## src/rtl/terrain_band_renderer_if.sv

```systemverilog
// terrain_band_renderer_if: colour types shared by the overlay renderers, plus the pixel bus
// between the VGA timing path (master) and the terrain band renderer (slave).
package color_pkg;
    typedef struct packed {
        logic [7:0] r;
        logic [7:0] g;
        logic [7:0] b;
    } rgb_t;
    localparam rgb_t BLACK       = '{8'h00, 8'h00, 8'h00};
    localparam rgb_t DIRT_DARK   = '{8'h3b, 8'h26, 8'h14};
    localparam rgb_t DIRT_MID    = '{8'h5c, 8'h3a, 8'h1e};
    localparam rgb_t DIRT_LIGHT  = '{8'h8b, 8'h5a, 8'h2b};
    localparam rgb_t DIRT_GRAY   = '{8'h6e, 8'h66, 8'h60};
    localparam rgb_t GRASS_LIGHT = '{8'h4c, 8'haf, 8'h50};
    localparam rgb_t GRASS_DARK  = '{8'h2e, 8'h7d, 8'h32};
endpackage

interface terrain_band_renderer_if;
    import color_pkg::*;
    logic [9:0] x;
    logic [9:0] y;
    logic       pix_valid;
    logic       frame_start;
    logic       scroll_en;
    rgb_t       color;
    logic       enable;
    logic       out_valid;
    modport master (
        output x, y, pix_valid, frame_start, scroll_en,
        input  color, enable, out_valid
    );
    modport slave (
        input  x, y, pix_valid, frame_start, scroll_en,
        output color, enable, out_valid
    );
endinterface

```

## src/rtl/terrain_band_renderer.sv

```systemverilog
// terrain_band_renderer: 2-stage pipelined, horizontally scrolling 4-shade dirt band overlay.
// Define TERRAIN_GRASS_TOP_EN to cap the band's first cell row with a two-tone grass strip.
module terrain_band_renderer
    import color_pkg::*;
#(
    parameter int Y_TOP       = 150,
    parameter int BAND_H      = 30,
    parameter int CELL_SHIFT  = 1,
    parameter int SCROLL_STEP = 1,
    parameter int FRAME_DIV   = 2,
    parameter int H_ACTIVE    = 640
) (
    input  logic                    clk,
    input  logic                    reset,
    terrain_band_renderer_if.slave  bus
);
    localparam logic [0:0]  IDLE     = 1'b0;
    localparam logic [0:0]  COUNT    = 1'b1;
    localparam logic [10:0] W_Y_LO   = 11'(Y_TOP);
    localparam logic [10:0] W_Y_HI   = 11'(Y_TOP + BAND_H);
    localparam logic [10:0] W_H      = 11'(H_ACTIVE);
    localparam logic [10:0] W_STEP   = 11'(SCROLL_STEP);
    localparam logic [7:0]  W_DIV_M1 = 8'(FRAME_DIV - 1);

    logic [0:0]  r_state;
    logic [7:0]  r_frame_cnt;
    logic [9:0]  r_scroll_off;
    logic        r1_valid;
    logic        r1_in_band;
    logic [9:0]  r1_sx;
    logic [9:0]  r1_ry;
    logic        r_out_valid;
    logic        r_enable;
    rgb_t        r_color;

    logic        w_tick;
    logic        w_wrap;
    logic [10:0] w_off_sum;
    logic [9:0]  w_off_next;
    logic [10:0] w_sx_sum;
    logic [9:0]  w_sx;
    logic        w_in_band;
    logic [1:0]  w_cx;
    logic [1:0]  w_cy;
    logic [1:0]  w_shade;
    rgb_t        w_dirt;
    rgb_t        w_px;

    // IDLE means frame_cnt sits at 0; COUNT means part way through a scroll period
    always_comb begin
        w_tick     = bus.frame_start && bus.scroll_en;
        w_wrap     = w_tick && (r_state == IDLE ? W_DIV_M1 == 8'd0 : r_frame_cnt == W_DIV_M1);
        w_off_sum  = {1'b0, r_scroll_off} + W_STEP;
        w_off_next = w_off_sum >= W_H ? 10'(w_off_sum - W_H) : w_off_sum[9:0];
    end

    always_ff @(posedge clk) begin
        if (reset) begin
            r_state      <= IDLE;
            r_frame_cnt  <= '0;
            r_scroll_off <= '0;
        end else begin
            r_state      <= w_wrap ? IDLE : (w_tick ? COUNT : r_state);
            r_frame_cnt  <= w_wrap ? 8'd0 : (w_tick ? r_frame_cnt + 8'd1 : r_frame_cnt);
            r_scroll_off <= w_wrap ? w_off_next : r_scroll_off;
        end
    end

    // x may exceed the active width, but x+offset stays below 2*H_ACTIVE so one subtract wraps it
    always_comb begin
        w_in_band = bus.pix_valid && ({1'b0, bus.y} >= W_Y_LO) && ({1'b0, bus.y} < W_Y_HI);
        w_sx_sum  = {1'b0, bus.x} + {1'b0, r_scroll_off};
        w_sx      = w_sx_sum >= W_H ? 10'(w_sx_sum - W_H) : w_sx_sum[9:0];
    end

    always_comb begin
        w_cx    = 2'(r1_sx >> CELL_SHIFT);
        w_cy    = 2'(r1_ry >> CELL_SHIFT);
        w_shade = w_cx + w_cy;
        w_dirt  = w_shade == 2'd0 ? DIRT_DARK :
                  w_shade == 2'd1 ? DIRT_MID  :
                  w_shade == 2'd2 ? DIRT_LIGHT : DIRT_GRAY;
`ifdef TERRAIN_GRASS_TOP_EN
        w_px    = (r1_ry >> CELL_SHIFT) == 10'd0 ? (w_cx[0] ? GRASS_DARK : GRASS_LIGHT) : w_dirt;
`else
        w_px    = w_dirt;
`endif
    end

    always_ff @(posedge clk) begin
        if (reset) begin
            r1_valid    <= 1'b0;
            r1_in_band  <= 1'b0;
            r1_sx       <= '0;
            r1_ry       <= '0;
            r_out_valid <= 1'b0;
            r_enable    <= 1'b0;
            r_color     <= BLACK;
        end else begin
            r1_valid    <= bus.pix_valid;
            r1_in_band  <= w_in_band;
            r1_sx       <= w_sx;
            r1_ry       <= bus.y - W_Y_LO[9:0];
            r_out_valid <= r1_valid;
            r_enable    <= r1_in_band;
            r_color     <= r1_in_band ? w_px : BLACK;
        end
    end

    assign bus.color     = r_color;
    assign bus.enable    = r_enable;
    assign bus.out_valid = r_out_valid;
endmodule

```

## src/flat_wrapper.sv

```systemverilog
// flat-port wrapper written by rule: the top's interface ports become plain ports
module terrain_band_renderer_flat import color_pkg::*;
#(
    parameter int Y_TOP       = 150,
    parameter int BAND_H      = 30,
    parameter int CELL_SHIFT  = 1,
    parameter int SCROLL_STEP = 1,
    parameter int FRAME_DIV   = 2,
    parameter int H_ACTIVE    = 640
)
  (clk, reset, bus_x, bus_y, bus_pix_valid, bus_frame_start, bus_scroll_en, bus_color, bus_enable, bus_out_valid);
  terrain_band_renderer_if bus_i ();
  input  logic clk;
  input  logic reset;
  input wire logic [$bits(bus_i.x)-1:0] bus_x;
  input wire logic [$bits(bus_i.y)-1:0] bus_y;
  input wire logic [$bits(bus_i.pix_valid)-1:0] bus_pix_valid;
  input wire logic [$bits(bus_i.frame_start)-1:0] bus_frame_start;
  input wire logic [$bits(bus_i.scroll_en)-1:0] bus_scroll_en;
  output wire logic [$bits(bus_i.color)-1:0] bus_color;
  output wire logic [$bits(bus_i.enable)-1:0] bus_enable;
  output wire logic [$bits(bus_i.out_valid)-1:0] bus_out_valid;
  assign bus_i.x = bus_x;
  assign bus_i.y = bus_y;
  assign bus_i.pix_valid = bus_pix_valid;
  assign bus_i.frame_start = bus_frame_start;
  assign bus_i.scroll_en = bus_scroll_en;
  assign bus_color = bus_i.color;
  assign bus_enable = bus_i.enable;
  assign bus_out_valid = bus_i.out_valid;
  terrain_band_renderer #(.Y_TOP(Y_TOP), .BAND_H(BAND_H), .CELL_SHIFT(CELL_SHIFT), .SCROLL_STEP(SCROLL_STEP), .FRAME_DIV(FRAME_DIV), .H_ACTIVE(H_ACTIVE)) u_core (.clk(clk), .reset(reset), .bus(bus_i));
endmodule
```

## config.mk

```make
export PLATFORM = sky130hd
export DESIGN_NAME = terrain_band_renderer_flat
export DESIGN_NICKNAME = d
export VERILOG_FILES = /design/src/rtl/terrain_band_renderer_if.sv /design/src/rtl/terrain_band_renderer.sv /design/src/flat_wrapper.sv
export SDC_FILE = /design/constraint.sdc
export NUM_CORES = 1
export LEC_CHECK = 0
export CORE_UTILIZATION = 28
export CTS_CLUSTER_SIZE = 40
export DETAILED_ROUTE_END_ITERATION = 8
export PLACE_DENSITY = 0.53
export REMOVE_ABC_BUFFERS = 1
export SETUP_SLACK_MARGIN = 0.05
export SYNTH_ARGS = -nofsm -noshare
export SYNTH_HDL_FRONTEND = slang
export SYNTH_SLANG_ARGS = --single-unit
```

## constraint.sdc

```tcl
create_clock -name clk -period 2.5 [get_ports clk]
set_input_delay 0.25 -clock clk [delete_from_list [all_inputs] [get_ports clk]]
set_output_delay 0.25 -clock clk [all_outputs]
set_load 0.03 [all_outputs]
```

==> impl_metrics.yaml <==
outcome:
  status: "finished clean"
global_routing:
  grtUsageTotal_pct: 11.1
  grt_max_degree: 12
  grt_pass1_wl_um: 4380
  grt_overflow_total: 0
  first_global_vias: 1012
  antenna_found_initial: 0
sta:
  hold_viol: 0
  finalCritPeriodShare_pct: 70.3
  fin_setup_tns_ps: 0
  setup_viol: 0
  min_period_ps: 1760
  rsz0062_at_grt: "no"
  max_freq_ghz: 0.569
  slew_viol_final: 0
  clock_skew_ps: 3.35
  holdWs_ps: 444
critical_path:
  crit_path_end_kind: "flop"
  path_cells: "ha_1, or4b_4, nor3_2, mux2_1"
  slowest_delay_ps: 500
  critPathLaunchType: "flop"
  cp_slowest_cell: "or4b_4"
  path_class: "reg2reg"
  required_ps: 2670
  critPathArrivalTime_ps: 1920
  critPathMaxFanout: 4
clock_tree:
  post-cts-setup-buffer-count: 0
  clk_path_buf_depth: 2
  cts_tree: "done"
  postCtsResizedCells: 0
  clk_latency_ps: 280
  cts_sinks: 31
  clk_pin_slew_ps: 60
  hold_buffers: 0
  htree_levels: 2
  cts_buffers: 5
  root_buffer: "clkbuf_8"
final_layout:
  fillCellCount: 485
  diodes: 0
  num-nets-final: 215
  syn2layout_area_growth_pct: 35.3
  postLayoutCellArea_um2: 1880
  multiInputGateArea_um2: 632
  stdcell_count: 247
  final-seq-area_um2: 621
  drive_gt1_share_pct: 8.33
drt:
  drc: 0
  wirelength_um: 2540
  initialDrtViolationCount: 18
  via_per_inst: 4.22
  vias: 1042
  wl_per_cell_um: 10.3
  drtAntennaViolNets: 0
  firstDrtPassIters: 4
logic_synthesis:
  synth_flop_cell: "dfxtp_1"
  netlist_instances: 144
  synth_cell_type_count: 35
  ys_seq_area_share_pct: 44.6
  async_flop_share_pct: 0
  synth-edff-count: 0
  avgSynthCellArea_um2: 9.66
  ys_seq_elements: 31
  syn_area_um2: 1390
  yosys_warnings: 0
floorplanning:
  io_pins: 51
  core-area_um2: 4750
  die_h_um: 72.5
  dieArea_um2: 5250
  rows: 25
  die_width_um: 72.5
  initial_core_util_pct: 29.3
placement:
  numPlacedInstances: 239
  place_area_um2: 1780
  gp_congestion: 0.694
  port_buffers: 40
  dp_hpwl_um: 2060
pwr:
  leakagePower_nw: 0.721
  peakVddDrop_uv: 148
  p_per_area_nw_per_um2: 556
hold_path:
  hp-class: "reg2reg"
flow_run:
  max-cap-violations: 0
-- cells in the final DEF, fill, tap and decap left out, drive strengths merged --
cell / count
a211o: 1
a21oi: 9
a311oi: 1
and2: 1
and3: 1
clkbuf: 8
clkdlybuf4s50: 40
conb: 3
dfxtp: 31
fa: 1
ha: 10
inv: 12
mux2: 2
mux2i: 1
nand2: 7
nand2b: 1
nand3: 3
nand4: 3
nor2: 13
nor2b: 5
nor3: 4
nor4: 2
nor4b: 1
o21ai: 5
o31ai: 2
or3: 4
or4: 1
or4b: 2
xnor2: 5
xor2: 1
-- Yosys cell counts (2+ instances only) --
master	n	share of area, %
inv_2	2	0.54
buf_4	13	7.0
nand2_1	6	1.6
xnor2_1	5	3.1
nor3_1	3	1.1
or4b_4	2	2.0
nand4_1	3	1.3
inv_1	10	2.7
nand3_1	3	1.1
o21ai_0	5	1.8
nor2_1	13	3.5
a21oi_1	9	3.2
ha_1	10	9.0
nor2b_1	5	2.2
dfxtp_1	31	45
or3_1	4	1.8
mux2_1	2	1.6
-- flip-flops by register name, indices dropped and copies added (netlist names) --
register	cells
u_core.r1_ry	2
u_core.bus.out_valid	1
u_core.r_frame_cnt	8
u_core.r_scroll_off	3
u_core.r1_sx	2
u_core.r1_valid	1
u_core.bus.enable	1
u_core.r1_in_band	1
u_core.bus.color	11
u_core.r_state	1
-- per-layer routing --
metal,GRT usage (%),part of all wire [%],vias to the layer above
li1,-,-,533
met3,3.89,5.0,6
met1,10.2,41,468
met4,6.54,2.8,0
met2,20.9,52,35
met5,0,0,-
-- where the power goes --
part | total (mW) | internal [mW] | switching (mW)
logic | 0.112 | 0.0545 | 0.0575
clock network | 0.424 | 0.251 | 0.173
registers | 0.510 | 0.504 | 0.00561
total | 1.05 | 0.809 | 0.236
-- worst max-delay path: cells and delay by family (launching register included) --
kind | cells | cell delay [ps]
AND/OR/NAND/NOR | 2 | 760
flip-flops | 1 | 380
multiplexers | 1 | 350
adder cells (fa/ha/maj) | 1 | 150
-- kinds of logic after synthesis --
| logic type | Yosys count | synth area share (%) |
|---|---|---|
| xor gates and xnor gates | 6 | 3.78 |
| and+or+nand+nor | 48 | 19.7 |
| adders and majority gates | 11 | 10.4 |
| buffers and inverters | 26 | 10.5 |
| muxes | 3 | 2.34 |
| AOI/OAI and AO/OA | 18 | 8.36 |
| other | 1 | 0.270 |
| DFF | 31 | 44.6 |
-- area by class of cell --
| type | count | share of cell area, % |
|---|---|---|
| Multi-Input combinational cell | 89 | 33.6 |
| Clock buffer | 8 | 5.32 |
| Sequential cell | 31 | 33.0 |
| Tap cell | 67 | 4.45 |
| Inverter | 12 | 2.39 |
| Timing Repair Buffer | 40 | 21.3 |
-- metrics by stage --
step                      setup slack [ps]  util [%]  power [mW]
after floorplan                        828         -       0.586
after global placement                 720      37.5       0.631
after detailed placement               634      37.5       0.635
after CTS                              724      39.6        1.06
after global routing                   649      39.6        1.10
final                                  743      39.6        1.05
-- worst paths after layout --
check / from / to / slack (ps) / cells past startpoint
setup reg to reg: u_core.r_frame_cnt[0] / u_core.r_scroll_off[0] / 740 / 4
hold / removal: u_core.r1_valid / u_core.bus.out_valid / 440 / 1
hold reg to reg: u_core.r1_valid / u_core.bus.out_valid / 440 / 1
setup / recovery: u_core.r_frame_cnt[0] / u_core.r_scroll_off[0] / 740 / 4
No activity file was read; power rests on OpenSTA's default activity.
==> patch (config.mk and constraints unchanged) <==
Add a define of `TERRAIN_GRASS_TOP_EN`.
--- a/src/rtl/terrain_band_renderer.sv
+++ b/src/rtl/terrain_band_renderer.sv
@@ -1,4 +1,6 @@
 // terrain_band_renderer: 2-stage pipelined, horizontally scrolling 4-shade dirt band overlay.
 // Define TERRAIN_GRASS_TOP_EN to cap the band's first cell row with a two-tone grass strip.
+`define TERRAIN_GRASS_TOP_EN
+
 module terrain_band_renderer
     import color_pkg::*;
Check against the original RTL: not equivalent (Yosys sat finds a counterexample within 4 cycles, from zero or initial values and one cycle with reset high).
==> patch against the original RTL <==
  * Die area increased by 43%
  * Largest cell class unchanged
  * Worst setup slack got worse by 140 ps
  * Final area increased by 39%
  * Area after synthesis increased by 45%
  * Sequential cell count increased by 16
  * Global-route usage decreased by 1.3 points
  * Fmax decreased by 7.1%
  * Worst hold slack got worse by 3.2 ps
  * Total power increased by 33%
  * Clock power increased by 2%
  * Sequential power increased by 53%
  * Routed wire length increased by 40%
==> patch: results (changes against the original RTL) <==
status -> finished, final reports clean
worst vdd ir -> 0.000175 V (+18%)
DP Area -> 2530 µm² (+42%)
non-filler cells, final -> 339 (+37%)
post-synthesis cell type count -> 51 (+46%)
worst hold path type -> reg -> reg
Hold Slack -> 441 ps (-3.18 ps)
seq pwr -> 0.782 mW (+53%)
Mapped Cells -> 198 (+38%)
Pint -> 1.05 mW (+29%)
power share of the clock group -> 31.1% (-9.4 points)
switching pwr -> 0.347 mW (+47%)
reg2reg end -> u_core.bus.color[5]
Synth Area in XOR/XNOR -> 3.91% (+0.14 points)
fill cell count -> 695 (+43%)
Clock Tree Root -> clkbuf_8
synth cell count leaders -> 47 x dfxtp_1, 18 x nor2_1, 13 x a21oi_1, 11 x ha_1, 11 x inv_1
dpl ws -> 615 ps (-19.0 ps)
Worst-Skew Late Latency -> 300 ps (+20 ps)
pin count of the biggest net entering global routing -> 23 (+11)
peak fanout along the critical path -> 7 (+3)
vias in the first global route -> 1248 (+23%)
Nets -> 279 (+30%)
wire per inst -> 10.5 µm (+1.9%)
Setup Buffers After CTS -> 0 (unchanged)
Post-Synth Adder-Cell Area -> 7.83% (-2.6 points)
Arr. time, crit path -> 2120 ps (+200 ps)
max reg flops -> 20 (+9)
most common cell after layout, fill and taps aside -> dfxtp_1
dpl cells -> 331 (+38%)
fraction of the cycle the final worst path needs -> 75.7% (+5.4 points)
layout cells sized above 1 -> 9.05% (+0.72 points)
skew final -> 3.09 ps (-0.263 ps)
FF+latch area -> 941 µm² (+52%)
initial drt markers -> 42 (+24)
RD Place Congestion -> 0.712 (+2.5%)
Buffers on Ports -> 42 (+5.0%)
Compound-Gate Fraction of Synth Area -> 12.5% (+4.1 points)
first-pass GRT wire length -> 5820 µm (+33%)
Pleak -> 0.971 nW (+35%)
top cells by area, synth -> dfxtp_1 47%, ha_1 6.8%, nor2_1 3.4%
reg2reg start -> u_core.r1_sx[1]
DRT Pass-1 Iters -> 4 (unchanged)
dpl hpwl -> 2670 µm (+30%)
clock slew at reported path FFs -> 80 ps (+20 ps)
r2r setup slk -> 610 ps (-140 ps)
sequential share of the synthesized area -> 46.7% (+2.1 points)
post_cts resized -> 0 (unchanged)
via/cell ratio -> 4.30 (+1.9%)
All-Layer GR Usage -> 9.83% (-1.3 points)
clock buffer depth -> 2 (unchanged)
reg2reg path depth -> 9 (+5)
mux share of post-synthesis cell area -> 3.79% (+1.5 points)
[patch: layout make-up]
class                   count  share of cell area (%)
clock buffers               7                    2.92
well taps                  96                    4.60
multi-input cells         132                    37.8
flip-flops and latches     47                    36.0
clock inverters             1                   0.191
repair buffers             45                    16.9
inverters                  11                    1.58
[patch: metal layers]
layer / global-route usage, % / routed length, µm / vias to the layer above
li1: - / - / 776
met4: 4.55 / 58 / 0
met2: 14.3 / 1420 / 38
met1: 13.6 / 1910 / 640
met5: 0 / 0 / -
met3: 2.38 / 157 / 4
[patch: cells by family after synthesis]
family	count (synthesis)
other	1
AO/OA/AOI/OAI	37
buffers and inverters	19
flip-flops	47
AND/OR/NAND/NOR	66
adder cells (fa/ha/maj)	12
multiplexers	7
XOR/XNOR	9
[patch: worst max-delay path, cell delays in order (launching register included)]
cell	delay [ps]
dfxtp_1	480
ha_1	220
xnor2_1	130
xnor2_1	130
buf_4	150
inv_1	60
ha_1	210
nor2_1	240
nand2_1	90
mux2i_1	120
